[src/rtl/icache_ctrl_if.sv]
// Bus bundle for icache_ctrl: fetch request, array/checker, ifill (L2) and,
// with ICACHE_CTRL_PERF_CNT_EN defined, the hit/miss performance counters.
// slave = the controller, master = its environment.
interface icache_ctrl_if #(
    parameter int N_WAY         = 4,
    parameter int SET_IDX_WIDTH = 6,
    parameter int TAG_WIDTH     = 20
);
    logic                           req_valid_i;
    logic                           req_ready_o;
    logic [SET_IDX_WIDTH-1:0]       req_idx_i;
    logic [TAG_WIDTH-1:0]           req_tag_i;
    logic                           kill_i;
    logic                           flush_i;
    logic [N_WAY-1:0]               cline_hit_i;
    logic [N_WAY-1:0]               way_valid_i;
    logic                           array_rd_en_o;
    logic [SET_IDX_WIDTH-1:0]       array_idx_o;
    logic                           cmp_enable_o;
    logic [TAG_WIDTH-1:0]           cline_tag_o;
    logic                           resp_valid_o;
    logic                           ifill_req_valid_o;
    logic                           ifill_req_ready_i;
    logic [TAG_WIDTH+SET_IDX_WIDTH-1:0] ifill_req_addr_o;
    logic                           ifill_resp_valid_i;
    logic [N_WAY-1:0]               array_wr_en_o;
    logic                           valid_clr_o;
    logic                           busy_o;
`ifdef ICACHE_CTRL_PERF_CNT_EN
    logic [31:0]                    hit_cnt_o;
    logic [31:0]                    miss_cnt_o;
`endif

    modport slave (
`ifdef ICACHE_CTRL_PERF_CNT_EN
        output hit_cnt_o, output miss_cnt_o,
`endif
        input  req_valid_i, req_idx_i, req_tag_i, kill_i, flush_i,
        input  cline_hit_i, way_valid_i, ifill_req_ready_i, ifill_resp_valid_i,
        output req_ready_o, array_rd_en_o, array_idx_o, cmp_enable_o, cline_tag_o,
        output resp_valid_o, ifill_req_valid_o, ifill_req_addr_o, array_wr_en_o,
        output valid_clr_o, busy_o
    );

    modport master (
`ifdef ICACHE_CTRL_PERF_CNT_EN
        input  hit_cnt_o, input miss_cnt_o,
`endif
        output req_valid_i, req_idx_i, req_tag_i, kill_i, flush_i,
        output cline_hit_i, way_valid_i, ifill_req_ready_i, ifill_resp_valid_i,
        input  req_ready_o, array_rd_en_o, array_idx_o, cmp_enable_o, cline_tag_o,
        input  resp_valid_o, ifill_req_valid_o, ifill_req_addr_o, array_wr_en_o,
        input  valid_clr_o, busy_o
    );
endinterface

[src/rtl/icache_ctrl.sv]
// icache_ctrl: instruction-cache lookup sequencer. Accepts fetch requests,
// strobes the tag/data arrays, qualifies the hit checker, handles misses
// (victim pick, ifill handshake, refill write, replay) and walks the whole
// cache on flush.
// Optional feature macro: ICACHE_CTRL_PERF_CNT_EN (hit/miss counters).
module icache_ctrl #(
    parameter int N_WAY         = 4,
    parameter int SET_IDX_WIDTH = 6,
    parameter int TAG_WIDTH     = 20
) (
    input  logic         clk_i,
    input  logic         rstn_i,
    icache_ctrl_if.slave bus
);
    localparam int WAY_W = (N_WAY > 1) ? $clog2(N_WAY) : 1;

    typedef enum logic [2:0] {
        IDLE, LOOKUP, MISS_REQ, WAIT_FILL, REPLAY, FLUSH
    } state_t;

    state_t                   r_state;
    logic [TAG_WIDTH-1:0]     r_tag;
    logic [SET_IDX_WIDTH-1:0] r_idx;
    logic [SET_IDX_WIDTH-1:0] r_flush_cnt;
    logic [WAY_W-1:0]         r_rr_ptr;
    logic [WAY_W-1:0]         r_victim;
    logic                     r_victim_rr;   // victim came from the round-robin pointer
    logic                     r_killed;      // redirect seen while the fill is outstanding
    logic                     r_flush_pend;
    logic                     r_replay;      // current LOOKUP is a post-fill replay

    logic                     w_req_ready;
    logic                     w_accept;
    logic                     w_any_hit;
    logic                     w_lookup_hit;
    logic                     w_miss;
    logic                     w_fill;
    logic                     w_free_found;
    logic [WAY_W-1:0]         w_free_way;
    logic [N_WAY-1:0]         w_victim_oh;

    assign w_req_ready  = (r_state == IDLE) && !bus.flush_i && !r_flush_pend;
    assign w_accept     = w_req_ready && bus.req_valid_i;
    assign w_any_hit    = |bus.cline_hit_i;
    assign w_lookup_hit = (r_state == LOOKUP) && w_any_hit && !bus.kill_i;
    assign w_miss       = (r_state == LOOKUP) && !w_any_hit && !bus.kill_i;
    assign w_fill       = (r_state == WAIT_FILL) && bus.ifill_resp_valid_i;

    // Lowest-index invalid way of the addressed set (descending scan keeps the lowest).
    always_comb begin
        w_free_found = 1'b0;
        w_free_way   = '0;
        for (int i = N_WAY - 1; i >= 0; i--) begin
            if (!bus.way_valid_i[i]) begin
                w_free_found = 1'b1;
                w_free_way   = WAY_W'(i);
            end
        end
    end

    genvar gi;
    generate
        for (gi = 0; gi < N_WAY; gi++) begin : g_victim_oh
            assign w_victim_oh[gi] = (r_victim == WAY_W'(gi));
        end
    endgenerate

    assign bus.req_ready_o       = w_req_ready;
    assign bus.array_rd_en_o     = w_accept || (r_state == REPLAY);
    assign bus.array_idx_o       = (r_state == IDLE)  ? bus.req_idx_i :
                                   (r_state == FLUSH) ? r_flush_cnt   : r_idx;
    assign bus.cmp_enable_o      = (r_state == LOOKUP);
    assign bus.cline_tag_o       = r_tag;
    assign bus.resp_valid_o      = w_lookup_hit;
    assign bus.ifill_req_valid_o = (r_state == MISS_REQ);
    assign bus.ifill_req_addr_o  = {r_tag, r_idx};
    assign bus.array_wr_en_o     = w_fill ? w_victim_oh : '0;
    assign bus.valid_clr_o       = (r_state == FLUSH);
    assign bus.busy_o            = (r_state != IDLE);

    // Main sequencer: state, request latches, victim, round-robin, flush walk.
    always_ff @(posedge clk_i or negedge rstn_i) begin
        if (!rstn_i) begin
            r_state      <= IDLE;
            r_tag        <= '0;
            r_idx        <= '0;
            r_flush_cnt  <= '0;
            r_rr_ptr     <= '0;
            r_victim     <= '0;
            r_victim_rr  <= 1'b0;
            r_killed     <= 1'b0;
            r_flush_pend <= 1'b0;
            r_replay     <= 1'b0;
        end else begin
            // A flush arriving mid-miss waits until the controller is idle again.
            if (bus.flush_i && (r_state != IDLE) && (r_state != FLUSH))
                r_flush_pend <= 1'b1;
            case (r_state)
                IDLE: begin
                    if (bus.flush_i || r_flush_pend) begin
                        r_flush_cnt <= '0;
                        r_state     <= FLUSH;
                    end else if (bus.req_valid_i) begin
                        r_tag    <= bus.req_tag_i;
                        r_idx    <= bus.req_idx_i;
                        r_replay <= 1'b0;
                        r_state  <= LOOKUP;
                    end
                end
                LOOKUP: begin
                    r_replay <= 1'b0;
                    if (bus.kill_i || w_any_hit) begin
                        r_state <= IDLE;
                    end else begin
                        r_victim    <= w_free_found ? w_free_way : r_rr_ptr;
                        r_victim_rr <= !w_free_found;
                        r_state     <= MISS_REQ;
                    end
                end
                MISS_REQ: begin
                    // Once the handshake completes the request is committed.
                    if (bus.ifill_req_ready_i) begin
                        r_killed <= bus.kill_i;
                        r_state  <= WAIT_FILL;
                    end else if (bus.kill_i) begin
                        r_state <= IDLE;
                    end
                end
                WAIT_FILL: begin
                    if (bus.ifill_resp_valid_i) begin
                        if (r_victim_rr)
                            r_rr_ptr <= r_rr_ptr + WAY_W'(1);
                        r_killed <= 1'b0;
                        r_state  <= (r_killed || bus.kill_i) ? IDLE : REPLAY;
                    end else if (bus.kill_i) begin
                        r_killed <= 1'b1;
                    end
                end
                REPLAY: begin
                    r_replay <= 1'b1;
                    r_state  <= LOOKUP;
                end
                FLUSH: begin
                    r_flush_cnt <= r_flush_cnt + SET_IDX_WIDTH'(1);
                    if (r_flush_cnt == '1) begin
                        r_flush_pend <= 1'b0;
                        r_rr_ptr     <= '0;
                        r_state      <= IDLE;
                    end
                end
                default: r_state <= IDLE;
            endcase
        end
    end

`ifdef ICACHE_CTRL_PERF_CNT_EN
    logic [31:0] r_hit_cnt;
    logic [31:0] r_miss_cnt;

    // Free-running wrap-around counters of first-time hits and miss entries.
    always_ff @(posedge clk_i or negedge rstn_i) begin
        if (!rstn_i) begin
            r_hit_cnt  <= '0;
            r_miss_cnt <= '0;
        end else begin
            if (w_lookup_hit && !r_replay)
                r_hit_cnt <= r_hit_cnt + 32'd1;
            if (w_miss)
                r_miss_cnt <= r_miss_cnt + 32'd1;
        end
    end

    assign bus.hit_cnt_o  = r_hit_cnt;
    assign bus.miss_cnt_o = r_miss_cnt;
`endif
endmodule

[src/flat_wrapper.sv]
// flat-port wrapper written by rule: the top's interface ports become plain ports
module icache_ctrl_flat 
#(
    parameter int N_WAY         = 4,
    parameter int SET_IDX_WIDTH = 6,
    parameter int TAG_WIDTH     = 20
)
  (clk_i, rstn_i, bus_req_valid_i, bus_req_idx_i, bus_req_tag_i, bus_kill_i, bus_flush_i, bus_cline_hit_i, bus_way_valid_i, bus_ifill_req_ready_i, bus_ifill_resp_valid_i, bus_req_ready_o, bus_array_rd_en_o, bus_array_idx_o, bus_cmp_enable_o, bus_cline_tag_o, bus_resp_valid_o, bus_ifill_req_valid_o, bus_ifill_req_addr_o, bus_array_wr_en_o, bus_valid_clr_o, bus_busy_o);
  icache_ctrl_if #(.N_WAY(N_WAY), .SET_IDX_WIDTH(SET_IDX_WIDTH), .TAG_WIDTH(TAG_WIDTH)) bus_i ();
  input  logic clk_i;
  input  logic rstn_i;
  input wire logic [$bits(bus_i.req_valid_i)-1:0] bus_req_valid_i;
  input wire logic [$bits(bus_i.req_idx_i)-1:0] bus_req_idx_i;
  input wire logic [$bits(bus_i.req_tag_i)-1:0] bus_req_tag_i;
  input wire logic [$bits(bus_i.kill_i)-1:0] bus_kill_i;
  input wire logic [$bits(bus_i.flush_i)-1:0] bus_flush_i;
  input wire logic [$bits(bus_i.cline_hit_i)-1:0] bus_cline_hit_i;
  input wire logic [$bits(bus_i.way_valid_i)-1:0] bus_way_valid_i;
  input wire logic [$bits(bus_i.ifill_req_ready_i)-1:0] bus_ifill_req_ready_i;
  input wire logic [$bits(bus_i.ifill_resp_valid_i)-1:0] bus_ifill_resp_valid_i;
  output wire logic [$bits(bus_i.req_ready_o)-1:0] bus_req_ready_o;
  output wire logic [$bits(bus_i.array_rd_en_o)-1:0] bus_array_rd_en_o;
  output wire logic [$bits(bus_i.array_idx_o)-1:0] bus_array_idx_o;
  output wire logic [$bits(bus_i.cmp_enable_o)-1:0] bus_cmp_enable_o;
  output wire logic [$bits(bus_i.cline_tag_o)-1:0] bus_cline_tag_o;
  output wire logic [$bits(bus_i.resp_valid_o)-1:0] bus_resp_valid_o;
  output wire logic [$bits(bus_i.ifill_req_valid_o)-1:0] bus_ifill_req_valid_o;
  output wire logic [$bits(bus_i.ifill_req_addr_o)-1:0] bus_ifill_req_addr_o;
  output wire logic [$bits(bus_i.array_wr_en_o)-1:0] bus_array_wr_en_o;
  output wire logic [$bits(bus_i.valid_clr_o)-1:0] bus_valid_clr_o;
  output wire logic [$bits(bus_i.busy_o)-1:0] bus_busy_o;
  assign bus_i.req_valid_i = bus_req_valid_i;
  assign bus_i.req_idx_i = bus_req_idx_i;
  assign bus_i.req_tag_i = bus_req_tag_i;
  assign bus_i.kill_i = bus_kill_i;
  assign bus_i.flush_i = bus_flush_i;
  assign bus_i.cline_hit_i = bus_cline_hit_i;
  assign bus_i.way_valid_i = bus_way_valid_i;
  assign bus_i.ifill_req_ready_i = bus_ifill_req_ready_i;
  assign bus_i.ifill_resp_valid_i = bus_ifill_resp_valid_i;
  assign bus_req_ready_o = bus_i.req_ready_o;
  assign bus_array_rd_en_o = bus_i.array_rd_en_o;
  assign bus_array_idx_o = bus_i.array_idx_o;
  assign bus_cmp_enable_o = bus_i.cmp_enable_o;
  assign bus_cline_tag_o = bus_i.cline_tag_o;
  assign bus_resp_valid_o = bus_i.resp_valid_o;
  assign bus_ifill_req_valid_o = bus_i.ifill_req_valid_o;
  assign bus_ifill_req_addr_o = bus_i.ifill_req_addr_o;
  assign bus_array_wr_en_o = bus_i.array_wr_en_o;
  assign bus_valid_clr_o = bus_i.valid_clr_o;
  assign bus_busy_o = bus_i.busy_o;
  icache_ctrl #(.N_WAY(N_WAY), .SET_IDX_WIDTH(SET_IDX_WIDTH), .TAG_WIDTH(TAG_WIDTH)) u_core (.clk_i(clk_i), .rstn_i(rstn_i), .bus(bus_i));
endmodule
[config.mk]
export PLATFORM = sky130hd
export DESIGN_NAME = icache_ctrl_flat
export DESIGN_NICKNAME = d
export VERILOG_FILES = /design/src/rtl/icache_ctrl_if.sv /design/src/rtl/icache_ctrl.sv /design/src/flat_wrapper.sv
export SDC_FILE = /design/constraint.sdc
export NUM_CORES = 1
export LEC_CHECK = 0
export BUFFER_PORTS_ARGS = -buffer_cell sky130_fd_sc_hd__buf_2
export CAP_MARGIN = 20
export CORE_MARGIN = 5
export CORE_UTILIZATION = 25
export CTS_CLUSTER_DIAMETER = 100
export DETAILED_ROUTE_END_ITERATION = 12
export SETUP_SLACK_MARGIN = 0.2
export SYNTH_ARGS = -nofsm -noshare
export SYNTH_HDL_FRONTEND = slang
export SYNTH_SLANG_ARGS = --single-unit
[constraint.sdc]
create_clock -name clk_i -period 3.8 [get_ports clk_i]
set_input_delay 0 -clock clk_i [delete_from_list [all_inputs] [get_ports clk_i]]
set_output_delay 0 -clock clk_i [all_outputs]
set_load 0.02 [all_outputs]
==> results of run 1 <==
[metrics by stage]
stage / util / hold WS [ns] / cells / worst slack (ns)
global route: 0.3598 / 0.02085 / 423 / 1.027
CTS: 0.3566 / 0.01083 / 422 / 1.225
floorplan: - / -0.2956 / 200 / 2.294
global placement: 0.3064 / 0.2100 / 385 / 1.492
finish: 0.3600 / 0.007237 / 424 / 1.363
detailed placement: 0.3064 / 0.2271 / 385 / 1.395
[worst paths after layout]
check / startpoint / endpoint / slack (ns) / cells after the start
worst max-delay path: u_core.r_state[0] / bus_array_rd_en_o / 1.36 / 4
worst min-delay path: bus_way_valid_i[0] / u_core.r_victim_rr / 0.007 / 3
worst max register to register: u_core.r_state[0] / u_core.bus.cline_tag_o[0] / 1.49 / 3
worst min register to register: u_core.r_victim_rr / u_core.r_victim_rr / 0.49 / 2
max in group asynchronous: rstn_i / u_core.r_state[1] / 3.09 / 3
min in group asynchronous: rstn_i / u_core.bus.cline_tag_o[17] / 0.21 / 2
[worst max-delay path, cell delays in order (launching register included)]
cell	delay, ns
dfrtp_1	0.52
nor3_2	0.63
nand3_4	0.57
o21ai_0	0.23
buf_2	0.20
[layer usage]
metal,vias to the layer above,track usage
met5,-,0
met4,0,0.01968
met3,3,0.04229
met2,76,0.1735
met1,879,0.1419
li1,910,-
[state kept, by name (all words and copies together), names as in the netlist]
name / count
u_core.r_rr_ptr: 2
u_core.r_killed: 1
u_core.bus.cline_tag_o: 20
u_core.r_idx: 6
u_core.r_flush_pend: 1
u_core.r_flush_cnt: 6
u_core.r_victim: 2
u_core.r_victim_rr: 1
u_core.r_state: 3
[synthesized netlist by cell type, types with 2 or more instances]
cell type  instances
a22oi_1            2
mux2_2             8
nand2b_1           2
mux2_4            19
nor3b_1            2
and2_1             2
nor3_1             4
and3_1             3
buf_6              2
inv_1              5
nand3_1           10
nand2_1           24
buf_4             21
buf_2              2
dfrtp_1           42
nand4_1            3
a21oi_1            3
o21ai_0           11
a31oi_1            4
nor2_1            11
nor2b_1            2
[area by class of cell]
type                    count  area share
flip-flops and latches     42      0.3380
multi-input cells         127      0.2978
repair buffers            133      0.2680
well taps                 108     0.04346
clock buffers               6     0.02656
clock inverters             2     0.01932
inverters                   5    0.006036
diodes                      1   0.0008048
[kinds of logic after synthesis]
kind of cell             after synthesis
buffers and inverters                 31
AO/OA/AOI/OAI                         29
multiplexers                          28
flip-flops                            42
adder cells (fa/ha/maj)                1
AND/OR/NAND/NOR                       69
[report_power, final]
group | switching (W) | internal [W] | leakage [nW]
combinational | 0.000419 | 0.000258 | 1.07
clock | 0.000159 | 0.000280 | 0.0714
sequential | 0.0000804 | 0.000521 | 0.561
==> out/summary.txt, run 1 <==
LOGIC SYNTHESIS
------------------------------------------------------------------------------------
EDFF count, synth                                                                  0
Adder-cell area share of the yosys netlist                                  0.005714
Xor/xnor cell area share of the yosys netlist                                      0
Yosys top cell area share                                                     0.4800
Sequential cell area fraction in the yosys report                             0.4800
Number of nets in the synthesized netlist                                        242
Combinational family with the most area after synthesis                 multiplexers
Syn Std Cell Area                                                           2190 µm²
Synth top area cells                                                    dfrtp_1, mux2_4, buf_4, mux2_2, nand2_1
Area fraction in and, or, nand and nor cells after synthesis                  0.1594
Multiplexer share of the synthesized area                                     0.1760
Share of synthesized flip-flops with an asynchronous set or reset              1.000
Top FF cell, synth                                                           dfrtp_1
Number of instances in the synthesized netlist                                   200
Number of synthesized register bits                                               42
Warnings from Yosys                                                                0
Library cell occupying the most area in the post-synthesis netlist           dfrtp_1
Complex-gate fraction of the synthesized area                                0.08171
Count of unique library cells instantiated by Yosys                               39
Average footprint of a synthesized cell                                    10.95 µm²

DRT
------------------------------------------------------------------------------------
Starting DRT DRC Count                                                            95
Count of antenna-violating nets left after detailed routing                        0
Detailed-route wire length per cell                                         13.64 µm
Vias per Instance                                                              4.406
DRC violation count after routing                                                  0
Highest routing layer actually used                                             met4
Total Wirelength                                                            5.782 mm
Met3 wire length                                                              521 µm
Routed met2 length                                                          2.734 mm
Vias                                                                           1,868
DRT met1 WL                                                                 2.503 mm
Length of the first detailed-routing pass in iterations                            4

GLOBAL ROUTE
------------------------------------------------------------------------------------
GRT Overall Usage                                                             0.1091
Maximum number of pins on one net before global-route repair                      43
Grt ovf                                                                            0
Via count of the first global-routing pass                                     1,875
Global-route wire length before repair                                      9.777 mm
Antenna violations before repair                                                   0

CELLS AND AREA
------------------------------------------------------------------------------------
Layout cells sized above 1                                                    0.4476
Commonest cells after routing, fill and taps aside                      buf_2, dfrtp_1, dlygate4sd3_1, nand2_1, mux2_4
Register area                                                               1051 µm²
Area Growth Syn to Fin                                                        42.00%
Leading cell type in the layout, fill and taps excluded                        buf_2
Finished layout cell area                                                   3109 µm²
Layout Nets                                                                      356
Multi-input gate area                                                      925.9 µm²
Fill cell count                                                                  866

TIMING
------------------------------------------------------------------------------------
Slew HR                                                                       0.4981
Worst Tran Pin Value                                                       0.7488 ns
Ratio of final minimum period to clock period                                 0.6413
Fin crit period                                                             2.437 ns
Final setup vio count                                                              0
Maximum frequency from static timing analysis                              410.4 MHz
Setup Total Neg Slack                                                           0 ns
Pins Over Slew Limit                                                               0
RSZ-0062 raised after global routing                                           false
Final count of hold timing violations                                              0
Final clock skew                                                         0.007091 ns

MIN PATH
------------------------------------------------------------------------------------
Worst hold-check path type                                                    in2reg

CLOCKING
------------------------------------------------------------------------------------
Latest clock arrival within the worst-skew pair                              0.29 ns
Total clock buffers created by CTS                                                 5
Maximum clock path buffer count                                                    2
CTS tree                                                                         yes
Number of H-tree branching levels                                                  2
Setup fix buffers added after clock tree synthesis                                 0
Clk slew on worst S/H paths                                                  0.08 ns
Root buf cell                                                               clkbuf_8
Number of gates given a new drive strength after cts                               0
Number of sinks driven by the clock tree                                          42
Total of hold buffers inserted after clock tree synthesis                         29

WORST SETUP PATH
------------------------------------------------------------------------------------
Type of the worst setup path                                                 reg2out
Required time of the worst setup path                                        3.80 ns
Worst setup EP type                                                      output port
Critical path startpoint category                                               flop
CP arrival                                                                   2.44 ns
Critical Path Fanout Max                                                          27

POWER AND IR DROP
------------------------------------------------------------------------------------
Cell area power density                                                 552.5 nW/µm²
Post-route total power                                                    0.001718 W
Leak                                                                        1.699 nW
Peak VDD IR                                                                0.2108 mV

RUN STATUS
------------------------------------------------------------------------------------
Result of the run                                                       finished, final reports clean

FLOORPLANNING
------------------------------------------------------------------------------------
Number of primary I/O pins                                                       104
Overall die area                                                          10,730 µm²
Chip height                                                                 103.6 µm
Initial Utilization                                                           0.2535
DIE WIDTH                                                                   103.6 µm
Area of the core                                                            8636 µm²
Number of standard-cell rows in the floorplan                                     34

PLACED DESIGN
------------------------------------------------------------------------------------
HPWL after detailed placement                                               4.097 mm
Weighted congestion at the end of routability-driven global placement         0.7526
Count of buffers inserted at the top-level ports                                 103
Cell area reported after detailed placement                                 2646 µm²

RUN
------------------------------------------------------------------------------------
Max_cap viols                                                                      0

Power figures use the tool's default switching activity.
==> inputs of run 2 (changes only) <==
clock period = 2.16 ns   (was 3.8 ns; I/O delays follow)
==> run 2 against run 1 <==
Clock power is 78% higher. Utilization up 0.46 points. Clock skew is 0.0011 ns lower. Critical path type is now reg2reg. Die area did not move. Non-clock buffer count grew 4. Setup slack lost 1.0 ns. Largest power group unchanged.
==> out/summary.txt, run 2 (synthesis results as in run 1) <==
POWER AND IR DROP
------------------------------------------------------------------------------------
Peak VDD IR                                                                0.4276 mV
Cell area power density                                                 986.4 nW/µm²
Leak                                                                        1.710 nW

TIMING
------------------------------------------------------------------------------------
Maximum frequency from static timing analysis                              552.3 MHz
Worst hold margin                                                         0.01911 ns
Slew HR                                                                       0.6122
Final count of hold timing violations                                              0
Setup ws final                                                             0.3495 ns
Final clock skew                                                         0.005961 ns
Setup Total Neg Slack                                                           0 ns
Ratio of final minimum period to clock period                                 0.8382
Fin crit period                                                             1.811 ns
RSZ-0062 raised after global routing                                           false
Worst Tran Pin Value                                                       0.5778 ns
Pins Over Slew Limit                                                               0
Final setup vio count                                                              0

MIN PATH
------------------------------------------------------------------------------------
Startpoint of the lowest-slack hold path                                bus_way_valid_i[0]
Worst hold-check path type                                                    in2reg

FLOORPLANNING
------------------------------------------------------------------------------------
DIE WIDTH                                                                   103.6 µm
Chip height                                                                 103.6 µm
Initial Utilization                                                           0.2535
Number of primary I/O pins                                                       104
Overall die area                                                          10,730 µm²
Number of standard-cell rows in the floorplan                                     34
Area of the core                                                            8636 µm²

DRT
------------------------------------------------------------------------------------
Detailed-route wire length per cell                                         14.07 µm
Count of antenna-violating nets left after detailed routing                        0
Total Wirelength                                                            6.022 mm
Vias per Instance                                                              4.446
Length of the first detailed-routing pass in iterations                            4
Starting DRT DRC Count                                                            66
DRC violation count after routing                                                  0
Vias                                                                           1,903

WORST SETUP PATH
------------------------------------------------------------------------------------
Type of the worst setup path                                                 reg2reg
Critical Path Fanout Max                                                          13
Minimum setup slack among reg-to-reg paths                                   0.35 ns
Worst setup EP type                                                             flop
Required time of the worst setup path                                        2.35 ns
Reg2Reg Launch Point                                                    u_core.r_state[0]
Worst setup path startpoint                                             u_core.r_state[0]
Critical path startpoint category                                               flop
CP arrival                                                                   2.00 ns

CLOCKING
------------------------------------------------------------------------------------
CTS tree                                                                         yes
Number of H-tree branching levels                                                  2
Root buf cell                                                               clkbuf_8
Maximum clock path buffer count                                                    2
Total clock buffers created by CTS                                                 5
Number of sinks driven by the clock tree                                          42
Clk slew on worst S/H paths                                                  0.09 ns
Latest clock arrival within the worst-skew pair                              0.30 ns

GLOBAL ROUTE
------------------------------------------------------------------------------------
Maximum number of pins on one net before global-route repair                      43
Via count of the first global-routing pass                                     2,010
Antenna violations before repair                                                   0
GRT Overall Usage                                                             0.1124
Global-route wire length before repair                                      10.01 mm
Grt ovf                                                                            0

CELLS AND AREA
------------------------------------------------------------------------------------
Max reg flops                                                                     20
Leading cell type in the layout, fill and taps excluded                        buf_2
Finished layout cell area                                                   3149 µm²
Layout cells sized above 1                                                    0.4563
Area Growth Syn to Fin                                                        43.83%
Diodes inserted                                                                    0
Commonest cells after routing, fill and taps aside                      buf_2, dfrtp_1, dlygate4sd3_1, nand2_1, mux2_4
Layout Nets                                                                      361
Fill cell count                                                                  868

RUN
------------------------------------------------------------------------------------
Max_cap viols                                                                      0

PLACED DESIGN
------------------------------------------------------------------------------------
Cell area reported after detailed placement                                 2661 µm²
Weighted congestion at the end of routability-driven global placement         0.7414
HPWL after detailed placement                                               4.050 mm
Count of buffers inserted at the top-level ports                                 103
Worst slack, placed                                                        0.3314 ns

RUN STATUS
------------------------------------------------------------------------------------
Result of the run                                                       finished, final reports clean

run 2: layer usage:
layer / part of all wire / track usage / routed length, µm
met3: 0.077 / 0.03731 / 461
met4: 0.0065 / 0.02249 / 39
met5: 0 / 0 / 0
met1: 0.43 / 0.1412 / 2601
met2: 0.48 / 0.1881 / 2919
run 2: timing repair:
item,in CTS,in global routing
buffers inserted,0,1
hold buffers,30,0
pin swaps,1,1
gates cloned,1,0
endpoints found under the setup margin,1,18
resized for setup,0,2
hold endpoints to repair,70,0
run 2: critical path: stages (launching register included):
cell	delay (ns)
dfrtp_2	0.50
nor3_4	0.28
buf_4	0.16
nand3_2	0.34
mux2_4	0.42
run 2: through the flow:
stage	util	cells	power (W)
global placement	0.3082	387	0.002245
detailed placement	0.3082	387	0.002261
finish	0.3647	428	0.003107
CTS	0.3606	426	0.003119
floorplan	-	200	0.001900
global route	0.3647	428	0.003299
run 2: power by group:
| part | internal, W | switching (W) |
|---|---|---|
| clock | 0.000493 | 0.000291 |
| combinational | 0.000495 | 0.000758 |
| sequential | 0.000919 | 0.000149 |
| total | 0.00191 | 0.00120 |
run 2: layout make-up:
type,instances,area [µm²],share of cell area
clock buffers,6,82.58,0.02622
multi-input cells,128,942.2,0.2992
repair buffers,137,858.3,0.2725
well taps,108,135.1,0.04291
clock inverters,2,60.06,0.01907
flip-flops and latches,42,1052,0.3341
inverters,5,18.77,0.005959
run 2: path summary, 6_finish.rpt:
kind | end | depth (start not counted)
max in group asynchronous | u_core.r_state[0] | 3
worst min register to register | u_core.r_victim_rr | 2
worst max register to register | u_core.bus.cline_tag_o[13] | 4
worst min-delay path | u_core.r_victim[1] | 3
worst max-delay path | u_core.bus.cline_tag_o[13] | 4
min in group asynchronous | u_core.bus.cline_tag_o[11] | 2
==> inputs of run 3 (changes only) <==
clock period = 1.5 ns   (was 2.16 ns; I/O delays follow)
==> run 3 against run 2 <==
The flow now finishes with violations (setup timing). Design area up 20%. Wire length increased by 13%. Final cell count increased by 7.7%. Via count rose by 8.8%. Combinational power up 150%. Total power rose by 73%. Largest cell class is now non-clock buffers. Maximum frequency is 12% higher. Sequential cell count is the same. Register-to-register slack worse by 0.47 ns. Die area stayed put. Clock power is 2% lower.
==> out/summary.txt, run 3 (synthesis results as in run 1) <==
TIMING
------------------------------------------------------------------------------------
Slew HR                                                                       0.7157
Worst Tran Pin Value                                                       0.4225 ns
RSZ-0062 raised after global routing                                            true
Ratio of final minimum period to clock period                                  1.082
Pins Over Slew Limit                                                               0
Maximum frequency from static timing analysis                              616.4 MHz
Fin crit period                                                             1.622 ns
Final setup vio count                                                             39
Final count of hold timing violations                                              0
Final clock skew                                                          0.01173 ns
Setup ws final                                                            -0.1224 ns

CLOCKING
------------------------------------------------------------------------------------
Root buf cell                                                               clkbuf_8
Maximum clock path buffer count                                                    2
Clk slew on worst S/H paths                                                  0.09 ns
Total clock buffers created by CTS                                                 5
Latest clock arrival within the worst-skew pair                              0.30 ns
Number of H-tree branching levels                                                  2
CTS tree                                                                         yes
Number of sinks driven by the clock tree                                          42

DRT
------------------------------------------------------------------------------------
Vias                                                                           2,071
Starting DRT DRC Count                                                            70
Detailed-route wire length per cell                                         14.80 µm
Length of the first detailed-routing pass in iterations                            5
Count of antenna-violating nets left after detailed routing                        0
Total Wirelength                                                            6.824 mm
Vias per Instance                                                              4.492
DRC violation count after routing                                                  0

GLOBAL ROUTE
------------------------------------------------------------------------------------
Global-route wire length before repair                                      10.67 mm
Grt ovf                                                                            0
Maximum number of pins on one net before global-route repair                      17
GRT Overall Usage                                                             0.1189
Antenna violations before repair                                                   0
Via count of the first global-routing pass                                     2,154

CELLS AND AREA
------------------------------------------------------------------------------------
Finished layout cell area                                                   3791 µm²
Diodes inserted                                                                    0
Commonest cells after routing, fill and taps aside                      buf_2, dfrtp_1, dlygate4sd3_1, buf_6, buf_4
Leading cell type in the layout, fill and taps excluded                        buf_2
Max reg flops                                                                     20
Area Growth Syn to Fin                                                        73.14%
Fill cell count                                                                  819
Utilization after layout                                                      0.4390
Non-filler instance count after layout                                           461
Layout cells sized above 1                                                    0.6232
Layout Nets                                                                      394
Multi-input gate area                                                       1166 µm²
Register area                                                               1052 µm²

POWER AND IR DROP
------------------------------------------------------------------------------------
Cell area power density                                                  1421 nW/µm²
Leak                                                                        1.957 nW
Peak VDD IR                                                                0.8423 mV

MIN PATH
------------------------------------------------------------------------------------
Worst hold-check path type                                                    in2reg

WORST SETUP PATH
------------------------------------------------------------------------------------
Worst setup EP type                                                             flop
Type of the worst setup path                                                 reg2reg
Cell chain of the critical path                                         nor3_4, buf_4, buf_6, nand3_4, clkbuf_16, mux2_4
Required time of the worst setup path                                        1.70 ns
Largest stage delay, worst path                                              0.43 ns
Critical path startpoint category                                               flop
Critical Path Fanout Max                                                           6
CP arrival                                                                   1.82 ns
Worst path slowest cell                                                      dfrtp_1

PLACED DESIGN
------------------------------------------------------------------------------------
Post-Place Cells                                                                 397
Count of buffers inserted at the top-level ports                                 103
Cell area reported after detailed placement                                 2786 µm²
HPWL after detailed placement                                               4.252 mm
Weighted congestion at the end of routability-driven global placement         0.7940

RUN
------------------------------------------------------------------------------------
Max_cap viols                                                                      0

FLOORPLANNING
------------------------------------------------------------------------------------
Chip height                                                                 103.6 µm
DIE WIDTH                                                                   103.6 µm
Area of the core                                                            8636 µm²
Initial Utilization                                                           0.2535
Number of primary I/O pins                                                       104
Number of standard-cell rows in the floorplan                                     34
Overall die area                                                          10,730 µm²

RUN STATUS
------------------------------------------------------------------------------------
Result of the run                                                       complete, but fails checks
Violated checks                                                         setup timing

==> run 3: changes by cell type in the layout (fill, tap and decap cells not counted), moves of 3 or more <==
cell / change
clkinvlp_4: +3
nand3_2: +5
buf_6: +29
nand3_1: -8
o21ai_0: -10
a31oi_1: -3
nand2_1: -9
nor2_1: -3
o21ai_1: +7
buf_4: +18
buf_2: -17
nand2_2: +7
==> run 3: power by group <==
group          total (W)  switching (W)  internal (W)  leakage (nW)
logic            0.00309        0.00152       0.00157          1.36
registers        0.00153       0.000204       0.00132         0.560
clock network   0.000773       0.000440      0.000333        0.0408
==> run 3: layout make-up <==
class | count | share of cell area
clock buffer | 5 | 0.01815
timing repair buffer | 171 | 0.3488
tap | 108 | 0.03564
multi-input combinational | 127 | 0.3076
clock inverter | 3 | 0.006271
inverter | 5 | 0.005941
sequential | 42 | 0.2776
==> run 3: routing by layer <==
metal | wire length (µm) | vias up | part of all wire | track usage
met1 | 2951 | 990 | 0.43 | 0.1514
met4 | 106 | 0 | 0.016 | 0.03187
met5 | 0 | - | 0 | 0
met2 | 3330 | 78 | 0.49 | 0.1954
met3 | 436 | 11 | 0.064 | 0.03607
li1 | - | 992 | - | -
==> run 3: final timing paths <==
| path | to | from | cells after the start | slack (ns) |
|---|---|---|---|---|
| hold reg to reg | u_core.r_victim_rr | u_core.r_victim_rr | 2 | 0.51 |
| hold / removal | u_core.r_victim[1] | bus_way_valid_i[1] | 3 | 0.01 |
| setup reg to reg | u_core.bus.cline_tag_o[12] | u_core.r_state[0] | 6 | -0.12 |
| setup / recovery | u_core.bus.cline_tag_o[12] | u_core.r_state[0] | 6 | -0.12 |
| max in group asynchronous | u_core.r_state[2] | rstn_i | 3 | 0.79 |
| min in group asynchronous | u_core.bus.cline_tag_o[18] | rstn_i | 2 | 0.13 |
==> run 3: critical path: cells and delay by family (launching register included) <==
kind,cells,cell delay [ns]
and+or+nand+nor,2,0.36
buffers and inverters,3,0.45
muxes,1,0.29
DFF,1,0.43
==> run 3: per-stage QoR <==
step                      setup TNS (ns)  total power [W]  hold slack [ns]  setup slack, ns
after floorplan                        0         0.002803          -0.2956          0.08843
after global placement                 0         0.003362         -0.06665           0.1151
after detailed placement               0         0.003386         -0.06685          0.05935
after CTS                        -0.7692         0.004967         0.002576          -0.1019
after global routing              -6.521         0.005705          0.02331          -0.2113
final                             -3.449         0.005388          0.01257          -0.1224
==> run 3: timing repair <==
action	4_1_cts	5_1_grt
gates resized for setup	72	37
buffers inserted	12	11
pin swaps	14	21
endpoints found under the hold margin	70	0
hold buffers	30	0
endpoints found under the setup margin	54	59
gates cloned	2	1
